===== src/rtl/sha_wb_pkg.sv =====
// Shared definitions for the SHA-256 Wishbone bridge: FSM states, STAT
// register location and bit layout, and the default window decode values.
package sha_wb_pkg;

    typedef enum logic [2:0] {
        ST_IDLE   = 3'd0,
        ST_ACCESS = 3'd1,
        ST_WAIT   = 3'd2,
        ST_ACK    = 3'd3,
        ST_DONE   = 3'd4
    } state_t;

    // Bridge-local status register word address inside the 1 KiB window
    localparam logic [7:0] STAT_WORD = 8'hFF;

    // STAT bit positions
    localparam int IRQ_EN   = 0;
    localparam int IRQ_PEND = 1;
    localparam int ADDR_ERR = 2;
    localparam int SEL_ERR  = 3;
    localparam int CORE_ERR = 4;
    localparam int STAT_W   = 5;

    localparam logic [31:0] DEF_BASE_ADDR = 32'h3000_0000;
    localparam logic [31:0] DEF_ADDR_MASK = 32'hFFFF_FC00;

endpackage


===== src/rtl/sha_wb_stat_reg.sv =====
// Bridge status register: irq enable, sticky irq-pending and error flags
// with write-1-to-clear, digest-valid rising-edge detect and the irq output.
// A set event in the same cycle as a W1C of the same bit keeps the bit set.
module sha_wb_stat_reg
    import sha_wb_pkg::*;
(
    input  logic              i_clk,
    input  logic              i_rst,
    input  logic              i_wr,
    input  logic [STAT_W-1:0] i_wdata,
    input  logic              i_addr_err_set,
    input  logic              i_sel_err_set,
    input  logic              i_core_err_set,
    input  logic              i_digest_valid,
    output logic [31:0]       o_rdata,
    output logic              o_irq
);

    logic [STAT_W-1:0] r_stat;
    logic              r_dv_q;
    logic              r_irq;
    logic              w_rise;
    logic [STAT_W-1:0] w_set;
    logic [STAT_W-1:0] w_clr;
    logic [STAT_W-1:0] w_nxt;

    // Next STAT value: clear requested W1C bits, then OR in set events
    always_comb begin
        w_rise           = i_digest_valid & ~r_dv_q;
        w_set            = {STAT_W{1'b0}};
        w_set[IRQ_PEND]  = w_rise;
        w_set[ADDR_ERR]  = i_addr_err_set;
        w_set[SEL_ERR]   = i_sel_err_set;
        w_set[CORE_ERR]  = i_core_err_set;
        if (i_wr) begin
            w_clr         = i_wdata;
            w_clr[IRQ_EN] = 1'b0;
        end else begin
            w_clr = {STAT_W{1'b0}};
        end
        w_nxt = (r_stat & ~w_clr) | w_set;
        if (i_wr) begin
            w_nxt[IRQ_EN] = i_wdata[IRQ_EN];
        end else begin
            w_nxt[IRQ_EN] = r_stat[IRQ_EN];
        end
    end

    // STAT storage, digest-valid history and registered irq
    always_ff @(posedge i_clk) begin
        if (i_rst) begin
            r_stat <= {STAT_W{1'b0}};
            r_dv_q <= 1'b0;
            r_irq  <= 1'b0;
        end else begin
            r_stat <= w_nxt;
            r_dv_q <= i_digest_valid;
            r_irq  <= w_nxt[IRQ_PEND] & w_nxt[IRQ_EN];
        end
    end

    assign o_rdata = {{(32 - STAT_W){1'b0}}, r_stat};
    assign o_irq   = r_irq;

endmodule


===== src/rtl/sha_wb_bridge.sv =====
// Wishbone classic slave bridge to the SHA-256 core register port.
// One bus cycle becomes one core_cs strobe; reads wait READ_LATENCY cycles
// before the single ack. STAT (word 0xFF) is served locally.
module sha_wb_bridge
    import sha_wb_pkg::*;
#(
    parameter logic [31:0] BASE_ADDR    = DEF_BASE_ADDR,
    parameter logic [31:0] ADDR_MASK    = DEF_ADDR_MASK,
    parameter int unsigned READ_LATENCY = 1
) (
    input  logic        wb_clk_i,
    input  logic        wb_rst_i,
    input  logic        wbs_stb_i,
    input  logic        wbs_cyc_i,
    input  logic        wbs_we_i,
    input  logic [3:0]  wbs_sel_i,
    input  logic [31:0] wbs_adr_i,
    input  logic [31:0] wbs_dat_i,
    output logic        wbs_ack_o,
    output logic [31:0] wbs_dat_o,
    output logic        core_cs,
    output logic        core_we,
    output logic [7:0]  core_address,
    output logic [31:0] core_write_data,
    input  logic [31:0] core_read_data,
    input  logic        core_error,
    input  logic        core_digest_valid,
    output logic        irq
);

    // WAIT lasts READ_LATENCY cycles; this is the counter value of the last one
    localparam logic [1:0] LAT_LAST = (READ_LATENCY > 32'd0) ? 2'(READ_LATENCY - 32'd1) : 2'd0;

    state_t      r_state;
    state_t      w_next;
    logic [1:0]  r_wait_cnt;
    logic        r_ack;
    logic [31:0] r_dat;
    logic        r_cs;
    logic        r_we;
    logic [7:0]  r_addr;
    logic [31:0] r_wdata;

    logic        w_req;
    logic        w_hit;
    logic        w_is_stat;
    logic        w_sel_bad;
    logic        w_accept;
    logic        w_stat_wr;
    logic        w_addr_err_set;
    logic        w_sel_err_set;
    logic        w_core_err_set;
    logic [31:0] w_stat_rdata;
    logic [31:0] w_ack_data;
    logic        w_irq;

    // Request classification, evaluated on the live bus while IDLE
    assign w_req          = wbs_stb_i & wbs_cyc_i;
    assign w_hit          = ((wbs_adr_i & ADDR_MASK) == BASE_ADDR);
    assign w_is_stat      = (wbs_adr_i[9:2] == STAT_WORD);
    assign w_sel_bad      = wbs_we_i & (wbs_sel_i != 4'hF);
    assign w_accept       = (r_state == ST_IDLE) & w_req;
    assign w_addr_err_set = w_accept & ~w_hit;
    assign w_sel_err_set  = w_accept & w_hit & w_sel_bad;
    assign w_stat_wr      = w_accept & w_hit & ~w_sel_bad & w_is_stat & wbs_we_i;
    assign w_core_err_set = ((r_state == ST_ACCESS) | (r_state == ST_WAIT)) & core_error;

    // State register
    always_ff @(posedge wb_clk_i) begin
        if (wb_rst_i) begin
            r_state <= ST_IDLE;
        end else begin
            r_state <= w_next;
        end
    end

    // Next-state logic; dropping cyc before ACK abandons the transaction
    always_comb begin
        w_next = r_state;
        case (r_state)
            ST_IDLE: begin
                if (!w_req) begin
                    w_next = ST_IDLE;
                end else if (!w_hit || w_sel_bad || w_is_stat) begin
                    w_next = ST_ACK;
                end else begin
                    w_next = ST_ACCESS;
                end
            end
            ST_ACCESS: begin
                if (!wbs_cyc_i) begin
                    w_next = ST_IDLE;
                end else if (r_we || (READ_LATENCY == 32'd0)) begin
                    w_next = ST_ACK;
                end else begin
                    w_next = ST_WAIT;
                end
            end
            ST_WAIT: begin
                if (!wbs_cyc_i) begin
                    w_next = ST_IDLE;
                end else if (r_wait_cnt == LAT_LAST) begin
                    w_next = ST_ACK;
                end else begin
                    w_next = ST_WAIT;
                end
            end
            ST_ACK:  w_next = ST_DONE;
            ST_DONE: w_next = ST_IDLE;
            default: w_next = ST_IDLE;
        endcase
    end

    // Data to present with the ack when the next state is ACK
    always_comb begin
        w_ack_data = 32'd0;
        case (r_state)
            ST_IDLE: begin
                if (w_hit && !wbs_we_i && w_is_stat) begin
                    w_ack_data = w_stat_rdata;
                end else begin
                    w_ack_data = 32'd0;
                end
            end
            ST_ACCESS: begin
                if (!r_we) begin
                    w_ack_data = core_read_data;
                end else begin
                    w_ack_data = 32'd0;
                end
            end
            ST_WAIT: w_ack_data = core_read_data;
            default: w_ack_data = 32'd0;
        endcase
    end

    // Cycles spent in WAIT
    always_ff @(posedge wb_clk_i) begin
        if (wb_rst_i) begin
            r_wait_cnt <= 2'd0;
        end else if (r_state == ST_WAIT) begin
            r_wait_cnt <= r_wait_cnt + 2'd1;
        end else begin
            r_wait_cnt <= 2'd0;
        end
    end

    // Registered bus and core outputs, decoded from the upcoming state
    always_ff @(posedge wb_clk_i) begin
        if (wb_rst_i) begin
            r_ack   <= 1'b0;
            r_dat   <= 32'd0;
            r_cs    <= 1'b0;
            r_we    <= 1'b0;
            r_addr  <= 8'd0;
            r_wdata <= 32'd0;
        end else begin
            r_ack <= (w_next == ST_ACK);
            r_dat <= (w_next == ST_ACK) ? w_ack_data : 32'd0;
            r_cs  <= (w_next == ST_ACCESS);
            if (w_accept) begin
                r_we    <= wbs_we_i;
                r_addr  <= wbs_adr_i[9:2];
                r_wdata <= wbs_dat_i;
            end
        end
    end

    sha_wb_stat_reg u_stat (
        .i_clk          (wb_clk_i),
        .i_rst          (wb_rst_i),
        .i_wr           (w_stat_wr),
        .i_wdata        (wbs_dat_i[STAT_W-1:0]),
        .i_addr_err_set (w_addr_err_set),
        .i_sel_err_set  (w_sel_err_set),
        .i_core_err_set (w_core_err_set),
        .i_digest_valid (core_digest_valid),
        .o_rdata        (w_stat_rdata),
        .o_irq          (w_irq)
    );

    assign wbs_ack_o       = r_ack;
    assign wbs_dat_o       = r_dat;
    assign core_cs         = r_cs;
    assign core_we         = r_we;
    assign core_address    = r_addr;
    assign core_write_data = r_wdata;
    assign irq             = w_irq;

endmodule

===== config.mk =====
export PLATFORM = sky130hd
export DESIGN_NAME = sha_wb_bridge
export DESIGN_NICKNAME = d
export VERILOG_FILES = /design/src/rtl/sha_wb_pkg.sv /design/src/rtl/sha_wb_stat_reg.sv /design/src/rtl/sha_wb_bridge.sv
export SDC_FILE = /design/constraint.sdc
export NUM_CORES = 1
export LEC_CHECK = 0
export BUFFER_PORTS_ARGS = -buffer_cell sky130_fd_sc_hd__buf_2
export CAP_MARGIN = 10
export CORE_ASPECT_RATIO = 1.5
export CORE_MARGIN = 5
export CORE_UTILIZATION = 47
export CTS_CLUSTER_DIAMETER = 100
export DETAILED_ROUTE_END_ITERATION = 6
export GPL_TIMING_DRIVEN = 0
export PLACE_DENSITY = 0.95
export SKIP_LAST_GASP = 1
export SLEW_MARGIN = 20
export SYNTH_ARGS = -nofsm -noshare
export SYNTH_HDL_FRONTEND = slang
export SYNTH_SLANG_ARGS = --single-unit
export TNS_END_PERCENT = 5

===== constraint.sdc =====
create_clock -name wb_clk_i -period 3.2 [get_ports wb_clk_i]
set_clock_uncertainty 0.1 [all_clocks]
set_input_delay 0.32 -clock wb_clk_i [delete_from_list [all_inputs] [get_ports wb_clk_i]]
set_output_delay 0.32 -clock wb_clk_i [all_outputs]
set_load 0.01 [all_outputs]

### Word-level counts from Yosys, hierarchy flattened

Index checks and enable logic that the tools add are counted.

| word-level totals | value |
|---|---|
| flip-flop bits (word level) | 87 |
| output and inout port bits | 76 |
| bits of input ports | 107 |

| operators by class | value |
|---|---|
| reductions and logical operators | 10 |
| $add $sub $neg | 1 |
| muxes and demuxes | 12 |
| bitwise logic cells | 21 |
| equal/unequal tests | 8 |

Operators by type and width:

| kind | count |
|---|---|
| case mux 32 bit (3 select lines) | 1 |
| 2-to-1 mux 32 bit | 1 |
| equality test 22 x 20 -> 1 bit, second input constant | 1 |
| AND 1 bit | 12 |
| case mux 3 bit (4 select lines) | 1 |
| 2-to-1 mux 5 bit | 2 |
| equality test 3 x 2 -> 1 bit, second input constant | 3 |
| equality test 8 bit, second input constant | 1 |
| 2-to-1 mux 2 bit | 4 |
| equality test 3 x 1 -> 1 bit, second input constant | 2 |
| AND 5 bit | 1 |
| NOT 1 bit | 5 |
| NOT 5 bit | 1 |
| bitwise OR 5 bit | 1 |
| != test 4 bit, second input constant | 1 |
| OR reduction 2 bit | 2 |
| zero test 3 bit | 1 |
| 2-to-1 mux 1 bit | 3 |
| adder 2 x 1 -> 2 bit, second input constant | 1 |
| logical AND 1 bit | 2 |
| zero test 1 bit | 2 |
| zero test 2 bit | 1 |
| logical OR 1 bit | 2 |
| bitwise OR 1 bit | 1 |

### Logic depth before layout (Yosys ltp)

Gate-level depths: netlist (run 1).

| logic depth | value |
|---|---|
| word-level depth | 11 |
| gate-level depth with buffers | 7 |
| mapped depth without buffers | 6 |

### By module

A second synthesis (run 1) with hierarchy kept.

| unflattened totals | value |
|---|---|
| cell total of the unflattened synthesis | 420 |
| area total of the unflattened synthesis | 3,572.2 µm² |

Modules (own cells, without submodules):

| module | seq. area each (µm²) | cells each | instances | area an instance (µm²) |
|---|---|---|---|---|
| sha_wb_bridge | 1,601.5 | 372 | 1 | 3,119.2 |
| sha_wb_stat_reg | 140.1 | 48 | 1 | 452.9 |

### Worst setup path after synthesis (run 1)

No wires, ideal clock.

| timing path | value |
|---|---|
| path kind | input-to-reg |
| start | input port wbs_adr_i[17] |
| end | register r_dat[10], in the netlist wbs_dat_o[10] |
| required time | 2.968 ns |
| library setup time | 0.132 ns |
| cell stages on the path | 5 |
| path buffers | 1 |
| arrival time | 1.680 ns |
| slack | 1.288 ns |
| cell sequence | or4_4 nand2b_4 nor4_4 buf_6 nor3_1 |

| on the way | value |
|---|---|
| cells in the longest elaborated chain, start to end | 10 |

Ends and longest elaborated chain:

| element | line | RTL |
|---|---|---|
| from (decl) | sha_wb_bridge.sv:17 | `input logic [31:0] wbs_adr_i,` |
| equality test 22 x 20 -> 1 bit | sha_wb_bridge.sv:59 | `assign w_hit = ((wbs_adr_i & ADDR_MASK) == BASE_ADDR);` |
| zero test 1 bit | sha_wb_bridge.sv:84 | `end else if (!w_hit \|\| w_sel_bad \|\| w_is_stat) begin` |
| logical OR 1 bit (2 in a row) | sha_wb_bridge.sv:84 |  |
| 2-to-1 mux 2 bit | sha_wb_bridge.sv:84 |  |
| 2-to-1 mux 2 bit | sha_wb_bridge.sv:82 | `if (!w_req) begin` |
| case mux 3 bit (4 select lines) | sha_wb_bridge.sv:80 | `case (r_state)` |
| equality test 3 x 2 -> 1 bit | sha_wb_bridge.sv:159 | `r_dat <= (w_next == ST_ACK) ? w_ack_data : 32'd0;` |
| NOT 1 bit (no source line) | -- |  |
| OR reduction 2 bit (no source line) | -- |  |
| to (signal assigned) | sha_wb_bridge.sv:159 |  |
| to (decl) | sha_wb_bridge.sv:38 | `logic [31:0] r_dat;` |

Every way passes these cells.
A chain may end at the register's enable or synchronous reset.

### Worst setup path in the final report (run 1)

| timing path | value |
|---|---|
| start | register r_state[2] |
| end | register u_stat.r_irq, in the netlist u_stat.o_irq |

| on the way | value |
|---|---|
| cells in the longest elaborated chain, start to end | 11 |

Ends and longest elaborated chain:

| element | line | RTL |
|---|---|---|
| from (decl) | sha_wb_bridge.sv:34 | `state_t r_state;` |
| from (signal assigned) | sha_wb_bridge.sv:73 | `r_state <= w_next;` |
| zero test 3 bit * | sha_wb_bridge.sv:62 | `assign w_accept = (r_state == ST_IDLE) & w_req;` |
| AND 1 bit * | sha_wb_bridge.sv:62 |  |
| AND 1 bit * (4 in a row) | sha_wb_bridge.sv:65 | `assign w_stat_wr = w_accept & w_hit & ~w_sel_bad & w_is_stat & wbs_we_i;` |
| 2-to-1 mux 5 bit | sha_wb_stat_reg.sv:35 | `if (i_wr) begin` |
| NOT 5 bit | sha_wb_stat_reg.sv:41 | `w_nxt = (r_stat & ~w_clr) \| w_set;` |
| AND 5 bit | sha_wb_stat_reg.sv:41 |  |
| bitwise OR 5 bit | sha_wb_stat_reg.sv:41 |  |
| AND 1 bit * | sha_wb_stat_reg.sv:58 | `r_irq <= w_nxt[IRQ_PEND] & w_nxt[IRQ_EN];` |
| to (signal assigned) | sha_wb_stat_reg.sv:58 |  |
| to (decl) | sha_wb_stat_reg.sv:21 | `logic r_irq;` |

Every way passes the cells marked *; elsewhere a longest branch is shown, timed or not.

==> results of run 1 <==
==> sequential cells by signal, indices dropped and copies added, names as in the netlist <==
name and cells:
u_stat.r_dv_q 1, u_stat.o_irq 1, core_address 8, r_state 3, core_cs 1, core_we 1, wbs_dat_o 32, wbs_ack_o 1
r_wait_cnt 2, u_stat.r_stat 5, core_write_data 32
==> routing by layer <==
| layer | vias to the layer above | wire length (um) | global-route usage, % |
|---|---|---|---|
| li1 | 1662 | - | - |
| met1 | 1468 | 3300 | 22.8 |
| met2 | 125 | 4870 | 38.2 |
| met3 | 15 | 799 | 6.91 |
| met4 | 0 | 182 | 8.83 |
| met5 | - | 0 | 0 |
==> cells in the final DEF (no fill, tap or decap), types with 2 or more instances in the layout <==
cell type / synthesis / routed
nand3_1: 2 / 2
mux2i_1: 3 / 3
nor3_1: 31 / 31
clkbuf_8: 0 / 9
clkinv_2: 0 / 2
a211oi_1: 6 / 6
dfxtp_1: 87 / 87
nor4_1: 6 / 6
nor2_1: 5 / 5
clkbuf_1: 20 / 21
nand4_1: 10 / 10
buf_6: 3 / 3
bufinv_16: 0 / 2
clkinvlp_4: 0 / 2
nand2_1: 119 / 119
buf_2: 4 / 184
a21oi_1: 44 / 44
and4_1: 2 / 2
or3_1: 2 / 2
inv_1: 10 / 10
nand2b_1: 2 / 2
==> cell usage after synthesis, drive strengths merged, types with 2 or more instances <==
| cell | number | share of area (%) |
|---|---|---|
| nand3 | 2 | 0.31 |
| inv | 10 | 1.2 |
| nor4b | 2 | 1.0 |
| nand4 | 10 | 1.9 |
| clkbuf | 21 | 2.5 |
| nor2 | 5 | 0.58 |
| mux2i | 3 | 0.94 |
| a21oi | 45 | 7.1 |
| nor4 | 7 | 1.8 |
| a211oi | 6 | 1.4 |
| and4 | 2 | 0.55 |
| buf | 7 | 1.7 |
| nor3 | 31 | 4.8 |
| nand2 | 119 | 14 |
| dfxtp | 87 | 54 |
| or3 | 2 | 0.39 |
| nand2b | 3 | 0.82 |
==> cells by family after synthesis <==
logic type,Yosys count,synth area share (%)
flops,87,54.3
compound gates,59,10.5
fa+ha+maj,1,0.390
buf+inv,38,5.34
xor+xnor,1,0.273
simple gates,191,28.3
mux,3,0.936
==> cell type report <==
cell class / count / share of cell area [%]
plain buffers: 28 / 3.03
clock inverters: 6 / 1.92
repair buffers: 180 / 20.4
well taps: 78 / 2.21
inverters: 10 / 0.849
clock buffers: 10 / 2.89
multi-input cells: 255 / 29.3
flip-flops and latches: 87 / 39.4
==> worst paths after layout <==
check	startpoint	to	depth (start not counted)
hold / removal	wbs_dat_i[4]	u_stat.r_stat[4]	2
hold reg to reg	r_wait_cnt[0]	r_wait_cnt[0]	1
setup reg to reg	r_state[2]	u_stat.o_irq	6
setup / recovery	r_state[2]	u_stat.o_irq	6
==> power by group <==
part	total [mW]	internal (mW)	switching [mW]
Sequential	1.14	1.12	0.0180
Combinational	0.286	0.121	0.165
Clock	0.811	0.437	0.374
==> per-stage QoR <==
stage,worst slack (ps),hold slack (ps)
after global routing,839,64.7
final,1010,76.0
after CTS,969,58.4
after global placement,994,310
after detailed placement,900,315
after floorplan,1290,300
==> worst max-delay path: stages (launching register included) <==
cell	delay, ps
dfxtp_1	300
clkbuf_1	180
nand4bb_1	320
nor2_1	410
and4_1	270
clkbuf_1	260
mux2i_1	260
==> flow_summary.yaml, run 1 <==
synth:
  synth_flop_cell: "dfxtp_1"
  postSynthCellCount: 380
  yosys_warnings: 0
  synth_edf_count: 0
  syn_avg_cell_area_sq_um: 8.45
  netlist_area_sq_um: 3210
  ys_seq_elements: 87
  synthesis.nets: 488
  yosysUniqueCellTypes: 41
  yosysSeqAreaShare_pct: 54.3
  synthArstFlopShare_pct: 0
clocking:
  cts-root-buf: "clkbuf_8"
  clk_pin_slew_ps: 80
  clockBufferDepth: 2
  cts_setup_buffers: 0
  cts_tree: "done"
  h-tree-depth: 3
  cts_buffers: 9
  cts-resized-gates: 0
  cts.sinks: 87
  ctsHoldBuffers: 0
  clkLatencyLatePin_ps: 350
floorplan:
  die_y_um: 111
  rows: 37
  initial_utilization_pct: 47.5
  design.core.area_sq_um: 6760
  num_io_pins: 183
  fp.dieW_um: 77.5
  die_area_sq_um: 8620
critical_path:
  start_kind: "flip-flop"
  r2r_setup_slack_ps: 1010
  worstPathRequired_ps: 3370
  path_class: "flip-flop to flip-flop"
  end_kind: "flip-flop"
  crit_fanout: 8
  cp_data_arrival_time_ps: 2360
grt:
  grt_antenna_before_repair: 0
  grt_pass1_vias: 3301
  grt_first_pass_wirelength_um: 15200
  grt_max_degree: 15
  grt_use_total_pct: 21.5
  grt_overflow: 0
hold_path:
  worstHoldPathType: "input port to flip-flop"
layout:
  multi_input_area_sq_um: 1300
  n_antenna_cell: 0
  stdcell_area_sq_um: 4420
  final_util_pct: 65.4
  fill_cells: 576
  final_layout_size_suffix_gt1_share_pct: 36.5
  fin_cells: 654
  regArea_sq_um: 1740
  synthToLayoutAreaGrowth_pct: 37.7
  nets: 679
route:
  drt_iter0_drc: 119
  ant_nets: 0
  post-route-drc-count: 0
  wirelength_um: 9150
  drt_first_pass_iters: 5
  vias: 3270
  wl_per_cell_um: 14.0
  vias_per_cell: 5.00
timing:
  finalHoldViolations: 0
  fin_crit_ps: 2190
  slew_viol_final: 0
  tightest_slew_ps: 716
  setup_tns_ps: 0
  rsz0062_at_grt: "no"
  setup_viol: 0
  clock.fmax_mhz: 456
  slew_headroom_pct: 51.8
  period_share_pct: 68.5
status:
  status: "completed"
placement:
  placed_area_sq_um: 4210
  gp_congestion: 0.861
  hpwl_um: 7500
  numPlacedInstances: 638
  portBuffers: 180
run:
  cap_viol_max_count: 0
pwr:
  p_total_mw: 2.24
  power_density_nw_per_um2: 506
  static-leakage-power_nw: 2.05
  irDropWorstVdd_mv: 0.364
Power figures use the tool's default switching activity.
==> run 2, diff against run 1 <==
--- a/config.mk
+++ b/config.mk
@@ -9,11 +9,11 @@
 export CAP_MARGIN = 10
 export CORE_ASPECT_RATIO = 1.5
 export CORE_MARGIN = 5
-export CORE_UTILIZATION = 47
+export CORE_UTILIZATION = 44
 export CTS_CLUSTER_DIAMETER = 100
 export DETAILED_ROUTE_END_ITERATION = 6
 export GPL_TIMING_DRIVEN = 0
-export PLACE_DENSITY = 0.95
+export PLACE_DENSITY = 0.92
 export SKIP_LAST_GASP = 1
 export SLEW_MARGIN = 20
 export SYNTH_ARGS = -nofsm -noshare
==> constraint.sdc (replaced) <==
create_clock -name wb_clk_i -period 2.1 [get_ports wb_clk_i]
set_clock_uncertainty 0.1 [all_clocks]
set_input_delay 0.21 -clock wb_clk_i [delete_from_list [all_inputs] [get_ports wb_clk_i]]
set_output_delay 0.21 -clock wb_clk_i [all_outputs]
set_load 0.01 [all_outputs]
==> flow_summary.yaml, run 2 (same netlist as run 1, synthesis figures left out) <==
grt:
  grt_overflow: 0
  grt_antenna_before_repair: 0
  grt_max_degree: 15
  grt_first_pass_wirelength_um: 17400
  grt_use_total_pct: 24.6
  grt_pass1_vias: 3724
layout:
  fill_cells: 496
  final_cell_mix: "buf_2 (184), nand2_1 (119), dfxtp_1 (87), dlygate4sd3_1 (61), a21oi_1 (44)"
  final_util_pct: 71.5
  synthToLayoutAreaGrowth_pct: 60.0
  n_antenna_cell: 0
  nets: 740
  final_layout_size_suffix_gt1_share_pct: 34.1
  stdcell_area_sq_um: 5130
  mostFrequentLayoutCell: "buf_2"
pwr:
  irDropWorstVdd_mv: 0.578
  power_frac_clock_pct: 39.7
  comb_power_share_pct: 14.4
  switching_share_pct: 23.1
  power_density_nw_per_um2: 739
  netSwitchingPower_mw: 0.875
  static-leakage-power_nw: 2.35
  intPower_mw: 2.92
  seq_power_share_pct: 45.9
  p_total_mw: 3.80
placement:
  placed_area_sq_um: 4240
  gp_congestion: 0.809
  hpwl_um: 7500
  portBuffers: 180
floorplan:
  fp.dieW_um: 79.7
  die_y_um: 115
  rows: 38
  die_area_sq_um: 9140
  design.core.area_sq_um: 7180
  initial_utilization_pct: 44.7
  num_io_pins: 183
clocking:
  clkLatencyLatePin_ps: 350
  cts_tree: "done"
  cts.sinks: 87
  clk_pin_slew_ps: 80
  cts_buffers: 9
  cts_setup_buffers: 0
  h-tree-depth: 3
  clockBufferDepth: 2
  cts-root-buf: "clkbuf_8"
critical_path:
  reg2reg_to: "core_write_data[26]"
  start_kind: "flip-flop"
  r2r_cells: 7
  r2r_setup_slack_ps: 80
  cp_data_arrival_time_ps: 2140
  crit_fanout: 10
  worstPathRequired_ps: 2220
  end_kind: "flip-flop"
  path_class: "flip-flop to flip-flop"
  r2r_start: "r_state[2]"
timing:
  fin_crit_ps: 2020
  tightest_slew_ps: 736
  finalHoldViolations: 0
  clock.fmax_mhz: 496
  setup_viol: 0
  slew_viol_final: 0
  period_share_pct: 96.0
  slew_headroom_pct: 50.5
  setup_tns_ps: 0
route:
  post-route-drc-count: 0
  vias_per_cell: 4.96
  ant_nets: 0
  drt_iter0_drc: 156
  drt_first_pass_iters: 4
  wirelength_um: 11400
  vias: 3655
  wl_per_cell_um: 15.4
hold_path:
  min_from: "core_read_data[2]"
  hold_depth: 3
  worstHoldPathType: "input port to flip-flop"
  hold-path-endpoint: "wbs_dat_o[2]"
status:
  status: "completed"
run:
  cap_viol_max_count: 0
==> run 2: cell types whose count changed in the layout (fill, tap and decap cells not counted), sizes merged <==
cell | previous run | this run
dlygate4sd3 | 0 | 61
clkbuf | 31 | 32
clkinvlp | 2 | 0
clkinv | 2 | 1
bufinv | 2 | 4
==> run 2: cell type report <==
type,count,area (sq um),area share [%]
clock inverters,5,129,2.51
multi-input cells,255,1310,25.5
clock buffers,11,141,2.75
well taps,100,125,2.44
plain buffers,28,140,2.73
inverters,10,37.5,0.731
flip-flops and latches,87,1740,33.9
repair buffers,241,1510,29.4
==> run 2: stage by stage <==
step                      std cells  worst slack (ps)  hold WS, ps
after floorplan                 380               298          208
after global placement          660              -128          311
after detailed placement        660              -150          329
after CTS                       737             -14.2         1.51
after global routing            737             -9.38         3.21
final                           737              83.5         12.8
==> run 2: power by group through the flow <==
stage / Clock, mW / Sequential (mW) / Combinational, mW
global route: 1.60 / 1.75 / 0.601
floorplan: 0 / 1.80 / 0.201
CTS: 1.53 / 1.74 / 0.529
detailed placement: 0 / 1.78 / 0.438
finish: 1.51 / 1.74 / 0.548
global placement: 0 / 1.77 / 0.424
==> run 2: worst max-delay path, cell delays in order (launching register included) <==
cell,delay [ps]
dfxtp_1,300
clkbuf_1,180
nand4bb_2,360
or2_2,330
clkbuf_1,160
clkbuf_2,230
nand2_1,130
a21oi_1,80
==> run 2: repair_timing <==
item / 4_1_cts / 5_1_grt
gates resized for setup: 1 / 12
endpoints found under the hold margin: 61 / 0
pin swaps: 0 / 0
hold buffers: 61 / 0
setup endpoints to repair: 31 / 46
==> run 2: how the worst max path moves through the flow <==
stage                           to  slack (ps)          start  depth (start not counted)
6_report       core_write_data[26]          80     r_state[2]                          7
5_1_grt               wbs_dat_o[4]          -9     r_state[1]                          6
4_1_cts               u_stat.o_irq         -10     r_state[2]                          6
3_5_place_dp          u_stat.o_irq        -150     r_state[2]                          6
3_3_place_gp          u_stat.o_irq        -130     r_state[2]                          6
2_1_floorplan        wbs_dat_o[10]         300  wbs_adr_i[17]                          5
==> run 2: metal layers <==
metal / part of all wire (%) / wire length, um / vias to the layer above / track usage (%)
met2: 54 / 6150 / 175 / 46.8
met1: 36 / 4080 / 1668 / 24.7
met3: 8.2 / 930 / 21 / 7.32
li1: - / - / 1791 / -
met4: 1.9 / 212 / 0 / 9.24
met5: 0 / 0 / - / 0
==> run 3, diff against run 2 <==
--- a/config.mk
+++ b/config.mk
@@ -9,11 +9,12 @@
 export CAP_MARGIN = 10
 export CORE_ASPECT_RATIO = 1.5
 export CORE_MARGIN = 5
-export CORE_UTILIZATION = 44
+export CORE_UTILIZATION = 39
 export CTS_CLUSTER_DIAMETER = 100
 export DETAILED_ROUTE_END_ITERATION = 6
+export GPL_ROUTABILITY_DRIVEN = 0
 export GPL_TIMING_DRIVEN = 0
-export PLACE_DENSITY = 0.92
+export PLACE_DENSITY = 0.87
 export SKIP_LAST_GASP = 1
 export SLEW_MARGIN = 20
 export SYNTH_ARGS = -nofsm -noshare
==> constraint.sdc (replaced) <==
create_clock -name wb_clk_i -period 1.6 [get_ports wb_clk_i]
set_clock_uncertainty 0.1 [all_clocks]
set_input_delay 0.16 -clock wb_clk_i [delete_from_list [all_inputs] [get_ports wb_clk_i]]
set_output_delay 0.16 -clock wb_clk_i [all_outputs]
set_load 0.05 [all_outputs]
==> flow_summary.yaml, run 3 (same netlist as run 1, synthesis figures left out) <==
pwr:
  power_frac_clock_pct: 36.3
  seq_power_share_pct: 43.8
  power_density_nw_per_um2: 948
  netSwitchingPower_mw: 1.45
  switching_share_pct: 27.7
  static-leakage-power_nw: 2.51
  irDropWorstVdd_mv: 0.696
  intPower_mw: 3.78
  comb_power_share_pct: 19.9
timing:
  finalHoldViolations: 0
  period_share_pct: 107
  setup_ws_ps: -105
  slew_headroom_pct: 64.9
  clock.fmax_mhz: 586
  whs_ps: 0.992
  fin_crit_ps: 1710
  setup_viol: 35
  slew_viol_final: 0
  tightest_slew_ps: 526
  rsz0062_at_grt: "yes"
  setup_tns_ps: -1450
clocking:
  cts_tree: "done"
  clk_pin_slew_ps: 60
  clockBufferDepth: 2
  h-tree-depth: 3
  cts_buffers: 9
  cts.sinks: 87
  cts-root-buf: "clkbuf_16"
  clkLatencyLatePin_ps: 330
run:
  cap_viol_max_count: 0
route:
  ant_nets: 0
  post-route-drc-count: 0
  wl_per_cell_um: 15.0
  vias: 3745
  drt_first_pass_iters: 4
  wirelength_um: 11400
  vias_per_cell: 4.91
  drt_iter0_drc: 112
floorplan:
  num_io_pins: 183
  fp.dieW_um: 84.1
  design.core.area_sq_um: 8010
  die_area_sq_um: 10200
  initial_utilization_pct: 40.1
  die_y_um: 121
  rows: 40
critical_path:
  start_kind: "flip-flop"
  r2r_start: "r_state[1]"
  crit_fanout: 7
  path_class: "flip-flop to flip-flop"
  end_kind: "flip-flop"
  r2r_cells: 6
  cp-endpoint: "wbs_dat_o[2]"
  worstPathRequired_ps: 1750
  cp_data_arrival_time_ps: 1860
  r2r_setup_slack_ps: -110
  crit_start: "r_state[1]"
  reg2reg_to: "wbs_dat_o[2]"
grt:
  grt_use_total_pct: 22.4
  grt_antenna_before_repair: 0
  grt_overflow: 0
  gr-usage-met2_pct: 41.3
  grt_first_pass_wirelength_um: 18400
  grt_busiest_layer: "met2"
  grt_pass1_vias: 3922
  grtUsageMet1_pct: 23.2
  grt_max_degree: 14
  use_met3_pct: 4.48
layout:
  final_util_pct: 68.9
  final_layout_size_suffix_gt1_share_pct: 38.3
  n_antenna_cell: 0
  nets: 761
  final_cell_mix: "buf_2 (180), nand2_1 (118), dfxtp_1 (84), dlygate4sd3_1 (73), a21oi_1 (44)"
  mostFrequentLayoutCell: "buf_2"
  synthToLayoutAreaGrowth_pct: 71.8
status:
  failed_checks: "setup timing"
  status: "complete, but fails checks"
placement:
  portBuffers: 180
  hpwl_um: 7320
  pre_cts_ws_ps: -463
hold_path:
  worstHoldPathType: "input port to flip-flop"
## run 3: cell count changes in the layout (fill, tap and decap cells not counted), moves of 7 or more
cell / change
clkbuf_1: -7
clkbuf_16: +9
dlygate4sd3_1: +12
buf_4: +16
clkbuf_8: -8
## run 3: through the flow
stage | cells | cell area, sq um | total power, mW
after CTS | 759 | 5430 | 5.22
after global placement | 665 | 4300 | 3.11
final | 763 | 5510 | 5.23
after global routing | 763 | 5510 | 5.44
after detailed placement | 665 | 4300 | 3.14
after floorplan | 380 | 3270 | 2.86
## run 3: critical path, stage by stage, from the launching register on
cell and delay, ps:
dfxtp_1 300, buf_6 130, or3b_4 380, a21oi_4 280, buf_6 170, nand2_2 60
a211oi_2 200
## run 3: how the worst min path moves through the flow
stage	start	to	slack, ps	cells past startpoint
CTS	core_error	u_stat.r_stat[4]	1	3
detailed placement	wbs_dat_i[4]	u_stat.r_stat[4]	280	2
finish	core_error	u_stat.r_stat[4]	1	3
global route	core_error	u_stat.r_stat[4]	20	3
global placement	wbs_dat_i[1]	u_stat.r_stat[1]	280	2
floorplan	wbs_dat_i[1]	u_stat.r_stat[1]	160	1
## run 3: repair_timing
item	4_1_cts	5_1_grt
gates resized for setup	24	29
hold endpoints to repair	75	0
setup buffers	7	4
hold buffers	73	0
setup endpoints to repair	81	79
cloned	1	1
pin swaps	4	3
## run 3: power by group through the flow
stage	combinational, mW	clock [mW]	sequential (mW)
after floorplan	0.285	0	2.57
after detailed placement	0.803	0	2.33
after global routing	1.12	2.02	2.30
after CTS	0.992	1.94	2.29
after global placement	0.784	0	2.33
final	1.04	1.90	2.29
## run 3: layer usage
layer	vias up	wire length (um)
met3	37	697
met4	0	458
li1	1836	-
met2	160	6180
met1	1712	4100
met5	-	0
## run 3: layout make-up
cell class                 count  area [sq um]
clock inverter                 3          18.8
timing repair buffer         266          1730
fill                         605          2490
inverter                      10          37.5
sequential                    87          1750
multi-input combinational    255          1410
buffer                        24           183
clock buffer                  13           250
tap                          105           131
